## src/rtl/lcd_pkg.sv

```systemverilog
// ---------------------------------------------------------------------------
// lcd_pkg
//  Shared definitions for the 4-wire LCD serial writer.
//  - lcd_state_t : writer FSM states (IDLE, SETUP, SHIFT, HOLD, GAP)
//  - LCD_*_IDX   : bit positions of CS, SCL, A0 and SI on the lcd[3:0] pins
//  - LCD_IDLE    : pin value while no transfer is active (all high)
// ---------------------------------------------------------------------------
package lcd_pkg;

  typedef enum logic [2:0] {
    IDLE  = 3'd0,
    SETUP = 3'd1,
    SHIFT = 3'd2,
    HOLD  = 3'd3,
    GAP   = 3'd4
  } lcd_state_t;

  localparam int LCD_CS_IDX  = 0;  // chip select, active low
  localparam int LCD_SCL_IDX = 1;  // serial clock, LCD samples SI on rise
  localparam int LCD_A0_IDX  = 2;  // 1: display data, 0: command
  localparam int LCD_SI_IDX  = 3;  // serial data

  localparam logic [3:0] LCD_IDLE = 4'b1111;

endpackage

```

## src/rtl/lcd_spi_writer_if.sv

```systemverilog
// ---------------------------------------------------------------------------
// lcd_spi_writer_if
//  Word handshake between the display controller and the LCD serial writer.
//  Valid/ready: a word moves on every rising clk edge where tx_valid and
//  tx_ready are both high. The master holds tx_valid, tx_data and tx_is_data
//  stable until that edge; the slave may raise or drop tx_ready freely and
//  never waits for tx_valid before asserting it.
//  Signals:
//    tx_valid   master -> slave  word available
//    tx_ready   slave  -> master word accepted on this edge when valid
//    tx_data    master -> slave  DATA_W-bit word
//    tx_is_data master -> slave  1: display data (A0=1), 0: command (A0=0)
// ---------------------------------------------------------------------------
interface lcd_spi_writer_if #(
  parameter int DATA_W = 8
) ();

  logic              tx_valid;
  logic              tx_ready;
  logic [DATA_W-1:0] tx_data;
  logic              tx_is_data;

  modport master (
    output tx_valid,
    output tx_data,
    output tx_is_data,
    input  tx_ready
  );

  modport slave (
    input  tx_valid,
    input  tx_data,
    input  tx_is_data,
    output tx_ready
  );

endinterface

```

## src/rtl/lcd_tick_gen.sv

```systemverilog
// ---------------------------------------------------------------------------
// lcd_tick_gen
//  Divider producing one SCL half-period tick every CLK_DIV clk cycles while
//  enabled. The count is cleared whenever en is low, so the first tick after
//  enabling always arrives a full CLK_DIV cycles later.
//  Ports:
//    clk   in  system clock
//    rst_n in  async active-low reset
//    en    in  count enable (writer not idle)
//    tick  out high for the single cycle where the count is CLK_DIV-1
// ---------------------------------------------------------------------------
module lcd_tick_gen #(
  parameter int CLK_DIV = 250
) (
  input  logic clk,
  input  logic rst_n,
  input  logic en,
  output logic tick
);

  localparam int CW = (CLK_DIV > 1) ? $clog2(CLK_DIV) : 1;
  localparam logic [CW-1:0] LAST = CW'(CLK_DIV - 1);

  logic [CW-1:0] cnt;

  always_ff @(posedge clk or negedge rst_n) begin
    if (!rst_n) begin
      cnt <= '0;
    end else if (!en) begin
      cnt <= '0;
    end else if (cnt == LAST) begin
      cnt <= '0;
    end else begin
      cnt <= cnt + 1'b1;
    end
  end

  assign tick = en && (cnt == LAST);

endmodule

```

## src/rtl/lcd_spi_writer.sv

```systemverilog
// ---------------------------------------------------------------------------
// lcd_spi_writer
//  Serial writer for the 4-wire LCD port {SI,A0,SCL,CS}. Accepts one word per
//  valid/ready handshake and shifts it out with programmable SCL rate, CS
//  setup/hold/gap and bit order. All pin outputs are registered.
//
//  Frame (ticks of CLK_DIV clk cycles):
//    accept edge : CS low, A0 = word type
//    SETUP       : CS_SETUP ticks with SCL high, ends with the first SCL fall
//    SHIFT       : 2*DATA_W half periods, SI changes on SCL fall
//    HOLD        : SCL high for CS_HOLD ticks, then CS and SI return high
//    GAP         : CS high for CS_GAP ticks, then A0 high and tx_ready again
//
//  Optional build macro LCD_BURST_EN: tx_ready is also high in HOLD. A word
//  taken there keeps CS low and starts shifting on the next tick, skipping
//  the GAP/SETUP of a new frame. A0 changes while SCL is high.
//
//  Ports:
//    clk       in   system clock
//    rst_n     in   async active-low reset
//    tx        if   slave side of lcd_spi_writer_if (valid/ready/data/is_data)
//    busy      out  transfer in progress (state not IDLE)
//    lcd       out  lcd[0]=CS (active low), lcd[1]=SCL, lcd[2]=A0, lcd[3]=SI
//    dbg_state out  current FSM state
// ---------------------------------------------------------------------------
module lcd_spi_writer
  import lcd_pkg::*;
#(
  parameter int DATA_W    = 8,
  parameter int CLK_DIV   = 250,
  parameter int CS_SETUP  = 1,
  parameter int CS_HOLD   = 1,
  parameter int CS_GAP    = 1,
  parameter int MSB_FIRST = 1
) (
  input  logic                clk,
  input  logic                rst_n,
  lcd_spi_writer_if.slave     tx,
  output logic                busy,
  output logic [3:0]          lcd,
  output lcd_state_t          dbg_state
);

`ifdef LCD_BURST_EN
  localparam bit BURST_EN = 1'b1;
`else
  localparam bit BURST_EN = 1'b0;
`endif

  localparam int BCW = $clog2(DATA_W + 1);
  localparam logic [BCW-1:0] BITS = BCW'(DATA_W);

  // Per-state tick counter; 16 bits covers any practical setup/hold/gap.
  localparam int TCW = 16;
  localparam logic [TCW-1:0] SETUP_LAST = TCW'(CS_SETUP - 1);
  localparam logic [TCW-1:0] HOLD_LAST  = TCW'(CS_HOLD - 1);
  localparam logic [TCW-1:0] GAP_LAST   = TCW'(CS_GAP - 1);

  lcd_state_t        state;
  logic [3:0]        lcd_q;
  logic              tx_ready_q;
  logic              busy_q;
  logic              pend;       // burst word accepted in HOLD, not yet shifting
  logic [DATA_W-1:0] shreg;      // bits still to send, next one at the output end
  logic [BCW-1:0]    bit_cnt;    // bits already placed on SI
  logic [TCW-1:0]    tcnt;
  logic              tick;
  logic              hs;
  logic [DATA_W-1:0] burst_word;

  function automatic logic first_bit(input logic [DATA_W-1:0] w);
    return (MSB_FIRST != 0) ? w[DATA_W-1] : w[0];
  endfunction

  function automatic logic [DATA_W-1:0] shift_out(input logic [DATA_W-1:0] w);
    return (MSB_FIRST != 0) ? (w << 1) : (w >> 1);
  endfunction

  lcd_tick_gen #(
    .CLK_DIV (CLK_DIV)
  ) u_tick (
    .clk   (clk),
    .rst_n (rst_n),
    .en    (state != IDLE),
    .tick  (tick)
  );

  assign hs = tx.tx_valid && tx_ready_q;
  // A word accepted on the very edge that ends HOLD is shifted straight from the bus.
  assign burst_word = hs ? tx.tx_data : shreg;

  always_ff @(posedge clk or negedge rst_n) begin
    if (!rst_n) begin
      state      <= IDLE;
      lcd_q      <= LCD_IDLE;
      tx_ready_q <= 1'b0;
      busy_q     <= 1'b0;
      pend       <= 1'b0;
      shreg      <= '0;
      bit_cnt    <= '0;
      tcnt       <= '0;
    end else begin
      case (state)
        IDLE: begin
          if (hs) begin
            shreg              <= tx.tx_data;
            lcd_q[LCD_CS_IDX]  <= 1'b0;
            lcd_q[LCD_A0_IDX]  <= tx.tx_is_data;
            tx_ready_q         <= 1'b0;
            busy_q             <= 1'b1;
            tcnt               <= '0;
            state              <= SETUP;
          end else begin
            tx_ready_q <= 1'b1;
          end
        end

        SETUP: begin
          if (tick) begin
            if (tcnt == SETUP_LAST) begin
              tcnt               <= '0;
              lcd_q[LCD_SCL_IDX] <= 1'b0;
              lcd_q[LCD_SI_IDX]  <= first_bit(shreg);
              shreg              <= shift_out(shreg);
              bit_cnt            <= BCW'(1);
              state              <= SHIFT;
            end else begin
              tcnt <= tcnt + 1'b1;
            end
          end
        end

        SHIFT: begin
          if (tick) begin
            if (!lcd_q[LCD_SCL_IDX]) begin
              lcd_q[LCD_SCL_IDX] <= 1'b1;
            end else if (bit_cnt == BITS) begin
              // Last high half period done; SCL and SI stay as they are.
              tcnt       <= '0;
              tx_ready_q <= BURST_EN;
              state      <= HOLD;
            end else begin
              lcd_q[LCD_SCL_IDX] <= 1'b0;
              lcd_q[LCD_SI_IDX]  <= first_bit(shreg);
              shreg              <= shift_out(shreg);
              bit_cnt            <= bit_cnt + 1'b1;
            end
          end
        end

        HOLD: begin
          if (hs) begin
            shreg             <= tx.tx_data;
            lcd_q[LCD_A0_IDX] <= tx.tx_is_data;
            pend              <= 1'b1;
            tx_ready_q        <= 1'b0;
          end
          if (tick) begin
            if (pend || hs) begin
              lcd_q[LCD_SCL_IDX] <= 1'b0;
              lcd_q[LCD_SI_IDX]  <= first_bit(burst_word);
              shreg              <= shift_out(burst_word);
              bit_cnt            <= BCW'(1);
              pend               <= 1'b0;
              tx_ready_q         <= 1'b0;
              tcnt               <= '0;
              state              <= SHIFT;
            end else if (tcnt == HOLD_LAST) begin
              lcd_q[LCD_CS_IDX] <= 1'b1;
              lcd_q[LCD_SI_IDX] <= 1'b1;
              tx_ready_q        <= 1'b0;
              tcnt              <= '0;
              state             <= GAP;
            end else begin
              tcnt <= tcnt + 1'b1;
            end
          end
        end

        GAP: begin
          if (tick) begin
            if (tcnt == GAP_LAST) begin
              lcd_q[LCD_A0_IDX] <= 1'b1;
              busy_q            <= 1'b0;
              tx_ready_q        <= 1'b1;
              tcnt              <= '0;
              state             <= IDLE;
            end else begin
              tcnt <= tcnt + 1'b1;
            end
          end
        end

        default: begin
          lcd_q      <= LCD_IDLE;
          tx_ready_q <= 1'b0;
          busy_q     <= 1'b0;
          pend       <= 1'b0;
          tcnt       <= '0;
          state      <= IDLE;
        end
      endcase
    end
  end

  assign tx.tx_ready = tx_ready_q;
  assign busy        = busy_q;
  assign lcd         = lcd_q;
  assign dbg_state   = state;

endmodule
```

## src/flat_wrapper.sv

```systemverilog
// flat-port wrapper written by rule: the top's interface ports become plain ports
module lcd_spi_writer_flat import lcd_pkg::*;
#(
  parameter int DATA_W    = 8,
  parameter int CLK_DIV   = 250,
  parameter int CS_SETUP  = 1,
  parameter int CS_HOLD   = 1,
  parameter int CS_GAP    = 1,
  parameter int MSB_FIRST = 1
)
  (clk, rst_n, busy, lcd, dbg_state, tx_tx_valid, tx_tx_data, tx_tx_is_data, tx_tx_ready);
  lcd_spi_writer_if #(.DATA_W(DATA_W)) tx_i ();
  input  logic clk;
  input  logic rst_n;
  output logic busy;
  output logic [3:0] lcd;
  output lcd_state_t dbg_state;
  input wire logic [$bits(tx_i.tx_valid)-1:0] tx_tx_valid;
  input wire logic [$bits(tx_i.tx_data)-1:0] tx_tx_data;
  input wire logic [$bits(tx_i.tx_is_data)-1:0] tx_tx_is_data;
  output wire logic [$bits(tx_i.tx_ready)-1:0] tx_tx_ready;
  assign tx_i.tx_valid = tx_tx_valid;
  assign tx_i.tx_data = tx_tx_data;
  assign tx_i.tx_is_data = tx_tx_is_data;
  assign tx_tx_ready = tx_i.tx_ready;
  lcd_spi_writer #(.DATA_W(DATA_W), .CLK_DIV(CLK_DIV), .CS_SETUP(CS_SETUP), .CS_HOLD(CS_HOLD), .CS_GAP(CS_GAP), .MSB_FIRST(MSB_FIRST)) u_core (.clk(clk), .rst_n(rst_n), .tx(tx_i), .busy(busy), .lcd(lcd), .dbg_state(dbg_state));
endmodule
```

## config.mk

```make
export PLATFORM = sky130hd
export DESIGN_NAME = lcd_spi_writer_flat
export DESIGN_NICKNAME = d
export VERILOG_FILES = /design/src/rtl/lcd_pkg.sv /design/src/rtl/lcd_spi_writer_if.sv /design/src/rtl/lcd_tick_gen.sv /design/src/rtl/lcd_spi_writer.sv /design/src/flat_wrapper.sv
export SDC_FILE = /design/constraint.sdc
export NUM_CORES = 1
export LEC_CHECK = 0
export CAP_MARGIN = 20
export CORE_ASPECT_RATIO = 1.5
export CORE_UTILIZATION = 30
export CTS_BUF_LIST = sky130_fd_sc_hd__clkbuf_8
export DETAILED_ROUTE_END_ITERATION = 10
export RECOVER_POWER = 100
export SYNTH_ARGS = -nofsm -noshare
export SYNTH_HDL_FRONTEND = slang
export SYNTH_SLANG_ARGS = --single-unit
```

## constraint.sdc

```tcl
create_clock -name clk -period 3.1 [get_ports clk]
set_input_delay 0.31 -clock clk [delete_from_list [all_inputs] [get_ports clk]]
set_output_delay 0.31 -clock clk [all_outputs]
set_load 0.005 [all_outputs]
```

==> results of run 1 <==
cell usage in the layout (no fill, tap or decap), drive strengths merged, types with 6 or more instances in the layout:
master	n
clkdlybuf4s50	14
nand4	7
dlygate4sd3	6
clkbuf	11
nand3	12
nor3	8
and2	11
dfrtp	42
o2bb2ai	13
inv	11
o21ai	20
ha	6
nand2	16
nor2	30
xnor2	6
a221oi	6
or3	7
nor4	6
a21oi	15
per-stage QoR:
stage	instances	setup slack, ns	hold slack [ns]	area [um2]	utilization (%)
after floorplan	294	0.870	0.0144	2690	-
after global placement	413	0.580	0.460	3000	35.0
after detailed placement	413	0.534	0.463	3000	35.0
after CTS	421	0.530	0.242	3090	36.1
after global routing	424	0.219	0.494	3110	36.3
final	424	0.512	0.452	3110	36.3
per-layer routing:
layer	GRT usage [%]	up-vias	routed length, um
li1	-	1136	-
met1	17.9	1152	2780
met2	27.3	51	3500
met3	2.40	9	177
met4	5.34	0	109
met5	0	-	0
flip-flops by register name, indices dropped and copies added (netlist names):
signal              count
u_core.lcd              4
u_core.pend             1
u_core.bit_cnt          4
u_core.shreg            8
u_core.dbg_state        3
u_core.tcnt            16
u_core.busy             1
u_core.u_tick.cnt       8
u_core.tx.tx_ready      1
what timing repair did:
action / CTS / global route
hold buffers: 0 / 1
endpoints found under the hold margin: 0 / 6
endpoints found under the setup margin: 0 / 0
how the worst max path moves through the flow:
stage	from	to	cells after the start
detailed placement	tx_tx_valid	u_core.tcnt[14]$_DFFE_PN0P_	6
finish	u_core.dbg_state[2]$_DFFE_PN0P_	u_core.tcnt[14]$_DFFE_PN0P_	6
global route	u_core.dbg_state[2]$_DFFE_PN0P_	u_core.tcnt[2]$_DFFE_PN0P_	7
floorplan	u_core.u_tick.cnt[1]$_DFF_PN0_	u_core.shreg[0]$_DFFE_PN0P_	9
global placement	u_core.tcnt[0]$_DFFE_PN0P_	u_core.shreg[0]$_DFFE_PN0P_	7
CTS	u_core.tcnt[1]$_DFFE_PN0P_	u_core.shreg[0]$_DFFE_PN0P_	7
worst reg2reg max path, stage by stage, from the launching register on:
cell and delay (ns):
dfrtp_1 0.67, clkinv_1 0.12, clkbuf_1 0.24, a32oi_1 0.55, nand4_1 0.37, or3_1 0.43
a21oi_1 0.14
power breakdown:
group	internal, mW	switching (mW)
clock	0.179	0.203
combinational	0.391	0.518
sequential	0.766	0.174
total	1.34	0.895
logic make-up after synthesis:
group	synth area share, %
buf+inv	4.19
flops	43.0
simple gates	23.0
mux	1.12
compound gates	22.3
fa+ha+maj	2.79
xor+xnor	3.58
area by class of cell:
cell class / instances / area, um2
Clock buffer: 6 / 82.6
Clock inverter: 2 / 12.5
Fill cell: 867 / 5450
Inverter: 12 / 45.0
Multi-Input combinational cell: 222 / 1420
Sequential cell: 46 / 1160
Tap cell: 107 / 134
Timing Repair Buffer: 29 / 263
==> results by group, run 1 <==
Status
  • Status: complete, no violations

Worst setup path
  • CP delay by family, top: simple AND/OR/NAND/NOR gates
  • CP cell instances: clkinv_1 -> clkbuf_1 -> a32oi_1 -> nand4_1 -> or3_1 -> a21oi_1
  • Slowest-stage cell, CP: dfrtp_1
  • Reg2Reg Setup Slack: about 0.51 ns
  • CP startpoint kind: register
  • Crit Reg-Reg Startpoint: u_core.dbg_state[2]$_DFFE_PN0P_
  • Worst reg2reg path endpoint: u_core.tcnt[14]$_DFFE_PN0P_
  • CP Max Fanout: 16
  • Type of the worst setup path: reg -> reg
  • Buf+Inv Stages, Crit Path: 2
  • Worst path max stage delay: 0.67 ns
  • Critical Path AT: 2.81 ns
  • Crit path capture type: register
  • Crit path required time: 3.32 ns
  • Reg2reg path depth: 6

Synthesis
  • Area leader, netlist: dfrtp_1
  • Mapped Area: 2690 um2
  • Syn_area_per_cell: 9.15 um2
  • Yosys cell types: 56
  • Synth Net Count: around 310
  • Most common cell in the netlist: dfrtp_1
  • Top cells by area, synth: dfrtp_1, o2bb2ai_1, nor2_1
  • Post-synth top flop: dfrtp_1
  • Yosys top cell area share: 39.1%
  • Share of synthesized registers carrying an async set or reset: 100%
  • YS warnings: 0
  • Seq/Total Area, Yosys: 43.0%
  • Post-synth EDFFs: 0
  • Synth top cells by count: dfrtp_1, nor2_1, o21ai_0
  • Post-Synthesis Cells: between 200 and 300
  • Seq cells post-synth: 46

Global route
  • Pin count of the biggest net entering global routing: 47
  • Antenna violations before repair: 0
  • GRT Overall Usage: 15.2%
  • Global-route wire length before repair: 11.6 mm
  • Number of global-route vias before repair: between 2k and 2.5k
  • Grt total ovfl: 0

Cells and area
  • Share of layout cells above drive strength 1: 5.99%
  • Syn-to-layout area delta: 15.8%
  • Nets@finish: 334
  • Antenna fix cells: 0

Clock network
  • Clock tree sinks: 46
  • CTS resizes: 0
  • Reg clk slew, reported paths: about 0.09 ns
  • Post-CTS Repair Setup Buffers: 0
  • Worst-Skew Late Latency: about 0.3 ns
  • Root Driver: clkbuf_8
  • Max clock buf depth: 2
  • CTS H-Tree Depth: 2
  • CTS Buf Count: 5
  • CTS tree: done

Route
  • Via count: 2348
  • Vias per std cell: approximately 5.5
  • Average wire per standard cell: between 15 and 20 um
  • 1st-iter DRT viols: 131
  • # DRC: 0
  • Post-Route WL: about 6.6 mm
  • DRT antenna net count: 0
  • First-pass DRT Iterations: 4

Floorplanning
  • Die area: 9350 um2
  • FP Rows: 41
  • I/O pins: 21
  • Core area: 8570 um2
  • Initial Util: a little under a third
  • Die Ht: 118 um
  • Die width: 79.3 um

STA
  • Fmax: 386 MHz
  • Relative slew slack: 40.7%
  • Final hold viol count: 0
  • Tmin final: 2.59 ns
  • Final period util: 83.5%
  • Post-route setup TNS: 0 ns
  • RSZ-0062 raised after global routing: false
  • Slew @ Worst Pin: 0.880 ns
  • Clk_skew: between 0.009 and 0.01 ns
  • Fin. max-slew vios: 0
  • Final setup fails: 0

Pwr
  • Peak VDD IR: 0.000225 V
  • Tot Pwr: 2.23 mW
  • Pwr dens: 717 nW/um2
  • Leakage: 1.25 nW

Placement
  • Final Wtd Congestion: 0.889
  • Port buffer count: 20
  • Final HPWL DP: approximately 4.7 mm

Flow run
  • Max Cap Violations: 0

Hold path
  • Hold Path Class: in -> async
No activity file was read; power rests on OpenSTA's default activity.
==> run 2, diff against run 1 <==
clock period = 2.4 ns   (was 3.1 ns; I/O delays follow)
==> results by group, run 2 (synthesized netlist as in run 1, its figures left out) <==
Worst setup path
  • CP Max Fanout: 8
  • Crit path required time: 2.59 ns
  • Crit path capture type: register
  • Type of the worst setup path: reg -> reg
  • Critical Path AT: 2.46 ns
  • CP startpoint kind: register

Cells and area
  • Max reg flops: 16
  • Most common cell after layout, fill and taps aside: dfrtp_1
  • Most frequent cells in the layout: dfrtp_1, nor2_1, o21ai_0
  • Syn-to-layout area delta: 19.7%
  • Share of layout cells above drive strength 1: 9.79%
  • Nets@finish: 354
  • Final instance area: 3220 um2
  • Antenna fix cells: 0
  • Fin util: 37.6%
  • Biggest register: u_core.tcnt
  • Fillcell total: 881
  • Largest regs: u_core.tcnt (16), u_core.shreg (8), u_core.u_tick.cnt (8)

Status
  • Status: complete, no violations

STA
  • RSZ-0062 raised after global routing: false
  • Tmin final: 2.26 ns
  • Setup slack after layout: 0.135 ns
  • Final hold viol count: 0
  • Final setup fails: 0
  • Fin. max-slew vios: 0
  • Fmax: 442 MHz
  • Post-route setup TNS: 0 ns
  • Clk_skew: between 0.008 and 0.009 ns
  • Final period util: 94.4%
  • Slew @ Worst Pin: 0.829 ns
  • Relative slew slack: 44.1%

Pwr
  • Pwr dens: about 910 nW/um2
  • Peak VDD IR: 0.000318 V
  • Leakage: 1.34 nW
  • Tot Pwr: 2.92 mW

Placement
  • DP Worst Slack: 0.143 ns
  • Final HPWL DP: slightly above 5 mm
  • Placed cell areas: around 3200 um2
  • Final Wtd Congestion: 0.843
  • Port buffer count: 20

Global route
  • Pin count of the biggest net entering global routing: 25
  • GRT Overall Usage: 15.2%
  • Grt total ovfl: 0
  • Number of global-route vias before repair: 2324
  • Global-route wire length before repair: approximately 11 mm
  • Antenna violations before repair: 0

Floorplanning
  • Die width: between 70 and 80 um
  • I/O pins: 21
  • Die Ht: approximately 120 um
  • Initial Util: 31.4%
  • Die area: 9350 um2
  • FP Rows: 41
  • Core area: 8570 um2

Clock network
  • Worst-Skew Late Latency: 0.30 ns
  • CTS tree: done
  • CTS resizes: 0
  • Clock tree sinks: 46
  • CTS Buf Count: 5
  • Root Driver: clkbuf_8
  • Reg clk slew, reported paths: approximately 0.080 ns
  • CTS H-Tree Depth: 2
  • Max clock buf depth: 2

Route
  • Via count: 2382
  • First-pass DRT Iterations: 4
  • DRT antenna net count: 0
  • Vias per std cell: 5.36
  • 1st-iter DRT viols: 318
  • # DRC: 0
  • Average wire per standard cell: 15.2 um
  • Post-Route WL: 6.76 mm

Hold path
  • Hold Path Class: in -> async

Flow run
  • Max Cap Violations: 0
-- run 2: per-stage QoR --
step,cells,hold slack [ns]
after CTS,444,0.340
after detailed placement,435,0.129
after global routing,444,0.504
after floorplan,294,-0.0556
after global placement,435,0.134
final,444,0.460
-- run 2: path summary, 6_finish.rpt --
kind,start,end,slack (ns),cells after the start
setup / recovery,u_core.tcnt[1]$_DFFE_PN0P_,u_core.shreg[0]$_DFFE_PN0P_,0.14,7
hold / removal,rst_n,u_core.shreg[4]$_DFFE_PN0P_,0.46,2
setup reg to reg,u_core.tcnt[1]$_DFFE_PN0P_,u_core.shreg[0]$_DFFE_PN0P_,0.14,7
hold reg to reg,u_core.lcd[3]$_DFFE_PN1P_,u_core.lcd[3]$_DFFE_PN1P_,0.48,2
max in group asynchronous,rst_n,u_core.dbg_state[1]$_DFFE_PN0P_,0.92,3
min in group clk,u_core.lcd[3]$_DFFE_PN1P_,u_core.lcd[3]$_DFFE_PN1P_,0.48,2
-- run 2: what timing repair did --
| action | in CTS | in global routing |
|---|---|---|
| buffers inserted | 0 | 0 |
| endpoints found under the hold margin | 10 | 0 |
| hold buffers | 1 | 0 |
-- run 2: worst max-delay path, cell delays in order (launching register included) --
cell and delay (ns):
dfrtp_1 0.40, inv_1 0.08, ha_1 0.13, nor4b_1 0.28
and4_1 0.29, nor3_1 0.08, or4_1 0.64, a32o_1 0.26
-- run 2: metal layers --
metal | vias up | global-route usage, % | routed length (um)
met5 | - | 0 | 0
met3 | 10 | 2.09 | 139
li1 | 1170 | - | -
met4 | 0 | 5.34 | 144
met1 | 1164 | 18.0 | 2850
met2 | 38 | 27.1 | 3630
-- run 2: report_power, final --
part           switching (mW)  internal [mW]  total, mW  leakage, nW
Sequential              0.180          0.990       1.17        0.588
Combinational           0.726          0.567       1.29        0.700
Clock                   0.260          0.195      0.455       0.0519
Total                    1.17           1.75       2.92         1.34
-- run 2: layout make-up --
type / instances / area [um2] / area share, %
Multi-Input combinational cell: 222 / 1420 / 44.1
Sequential cell: 46 / 1160 / 35.9
Timing Repair Buffer: 49 / 384 / 11.9
Tap cell: 107 / 134 / 4.16
Clock buffer: 5 / 68.8 / 2.14
Inverter: 12 / 45.0 / 1.40
Clock inverter: 3 / 11.3 / 0.350
==> run 3, diff against run 2 <==
REMOVE_ABC_BUFFERS = 1   (was not set)
==> results by group, run 3 (synthesized netlist as in run 1, its figures left out) <==
Global route
  • Antenna violations before repair: 0
  • Grt total ovfl: 0
  • Pin count of the biggest net entering global routing: 20
  • Global-route wire length before repair: 11.9 mm
  • Number of global-route vias before repair: between 2k and 2.5k
  • GRT Overall Usage: 16.2%

Cells and area
  • Antenna fix cells: 0
  • Max reg flops: 16
  • Biggest register: u_core.tcnt
  • Nets@finish: 355
  • Most common cell after layout, fill and taps aside: dfrtp_1
  • Share of layout cells above drive strength 1: 11.5%
  • Most frequent cells in the layout: dfrtp_1, nor2_1, o21ai_0, buf_4, nand2_1
  • Syn-to-layout area delta: 20.6%
  • Largest regs: u_core.tcnt (16), u_core.shreg (8), u_core.u_tick.cnt (8)

Route
  • 1st-iter DRT viols: 134
  • Vias per std cell: 5.54
  • Post-Route WL: just over 7 mm
  • # DRC: 0
  • DRT antenna net count: 0
  • Average wire per standard cell: about 16 um
  • First-pass DRT Iterations: 4
  • Via count: 2465

Worst setup path
  • CP startpoint kind: register
  • Type of the worst setup path: reg -> reg
  • Worst path max stage delay: 0.50 ns
  • Slowest-stage cell, CP: dfrtp_1
  • Crit path capture type: register
  • Crit path required time: 2.60 ns
  • CP Max Fanout: 11
  • CP cell instances: buf_4 -> o21ba_2 -> o22ai_1 -> clkbuf_1 -> and2_0 -> clkbuf_2 -> o21ai_0 -> o2bb2ai_1
  • Critical Path AT: between 2 and 2.5 ns

STA
  • Fin. max-slew vios: 0
  • Slew @ Worst Pin: around 1.0 ns
  • RSZ-0062 raised after global routing: false
  • Relative slew slack: 32.2%
  • Final setup fails: 0
  • Final hold viol count: 0
  • Setup slack after layout: 0.159 ns
  • Post-route setup TNS: 0 ns
  • Final period util: approximately 93%
  • Clk_skew: between 0.005 and 0.006 ns
  • Fmax: 446 MHz
  • Tmin final: 2.24 ns

Clock network
  • Worst-Skew Late Latency: 0.31 ns
  • CTS Buf Count: 5
  • Clock tree sinks: 46
  • Root Driver: clkbuf_8
  • Reg clk slew, reported paths: approximately 0.090 ns
  • Max clock buf depth: 2
  • Post-CTS Repair Setup Buffers: 0
  • CTS tree: done
  • CTS H-Tree Depth: 2

Status
  • Status: complete, no violations

Pwr
  • Pwr dens: slightly above 900 nW/um2
  • Peak VDD IR: 0.000402 V
  • Leakage: 1.35 nW
  • Tot Pwr: 2.99 mW

Floorplanning
  • Initial Util: a little under a third
  • I/O pins: 21
  • FP Rows: 41
  • Die area: 9350 um2
  • Core area: 8570 um2
  • Die Ht: ~120 um
  • Die width: just under 80 um

Hold path
  • Hold Path Class: reg -> reg

Placement
  • DP Worst Slack: between 0.06 and 0.07 ns
  • Final Wtd Congestion: approximately 0.86
  • Final HPWL DP: 5.38 mm
  • Port buffer count: 20

Flow run
  • Max Cap Violations: 0
## run 3: cell count changes in the layout (fill, tap and decap cells not counted)
cell             change
buf_4                +2
clkbuf_4             -1
clkdlybuf4s50_1      -3
dfstp_1              -2
dfstp_2              +2
dlygate4sd3_1        +3
nor3b_1              -1
nor3b_2              +1
nor4b_1              -1
nor4b_2              +1
or4_1                -1
or4_4                +1
## run 3: where the power goes
group          switching, mW  internal (mW)
logic                  0.729          0.588
clock network          0.270          0.195
registers              0.218          0.992
total                   1.22           1.78
## run 3: critical path: cells and delay by family (launching register included)
kind / cells / cell delay [ns]
AOI/OAI and AO/OA: 4 / 0.74
buffers and inverters: 3 / 0.69
DFF: 1 / 0.50
and+or+nand+nor: 1 / 0.17
## run 3: final cells by class
| type | instances | area [um2] |
|---|---|---|
| fillers | 856 | 5330 |
| multi-input cells | 222 | 1440 |
| flip-flops and latches | 46 | 1160 |
| repair buffers | 50 | 392 |
| well taps | 107 | 134 |
| clock buffers | 5 | 68.8 |
| inverters | 12 | 45.0 |
| clock inverters | 3 | 11.3 |
## run 3: worst paths after layout
kind | start | end | slack, ns | cells after the start
worst max register to register | u_core.dbg_state[1]$_DFFE_PN0P_ | u_core.tcnt[5]$_DFFE_PN0P_ | 0.16 | 8
worst min register to register | u_core.lcd[3]$_DFFE_PN1P_ | u_core.lcd[3]$_DFFE_PN1P_ | 0.47 | 2
worst min-delay path | u_core.lcd[3]$_DFFE_PN1P_ | u_core.lcd[3]$_DFFE_PN1P_ | 0.47 | 2
min in group asynchronous | rst_n | u_core.tcnt[12]$_DFFE_PN0P_ | 0.61 | 2
max in group asynchronous | rst_n | u_core.shreg[0]$_DFFE_PN0P_ | 0.67 | 3
worst max-delay path | u_core.dbg_state[1]$_DFFE_PN0P_ | u_core.tcnt[5]$_DFFE_PN0P_ | 0.16 | 8
## run 3: repair_timing
item / 4_1_cts / 5_1_grt
resized for setup: 0 / 3
endpoints found under the hold margin: 17 / 0
hold buffers: 1 / 0
setup endpoints to repair: 0 / 18
## run 3: metrics by stage
stage	cells	hold slack, ns	area, um2	util (%)
floorplan	280	-0.0556	2620	-
detailed placement	436	0.205	3170	37.0
global placement	436	0.205	3170	37.0
global route	445	0.486	3240	37.8
CTS	445	0.399	3260	38.0
finish	445	0.472	3240	37.8
## run 3: per-layer routing
layer | GRT usage [%] | vias to the layer above | part of all wire (%)
li1 | - | 1175 | -
met1 | 18.1 | 1209 | 40
met2 | 29.4 | 69 | 53
met3 | 2.87 | 12 | 3.8
met4 | 6.82 | 0 | 2.7
met5 | 0 | - | 0
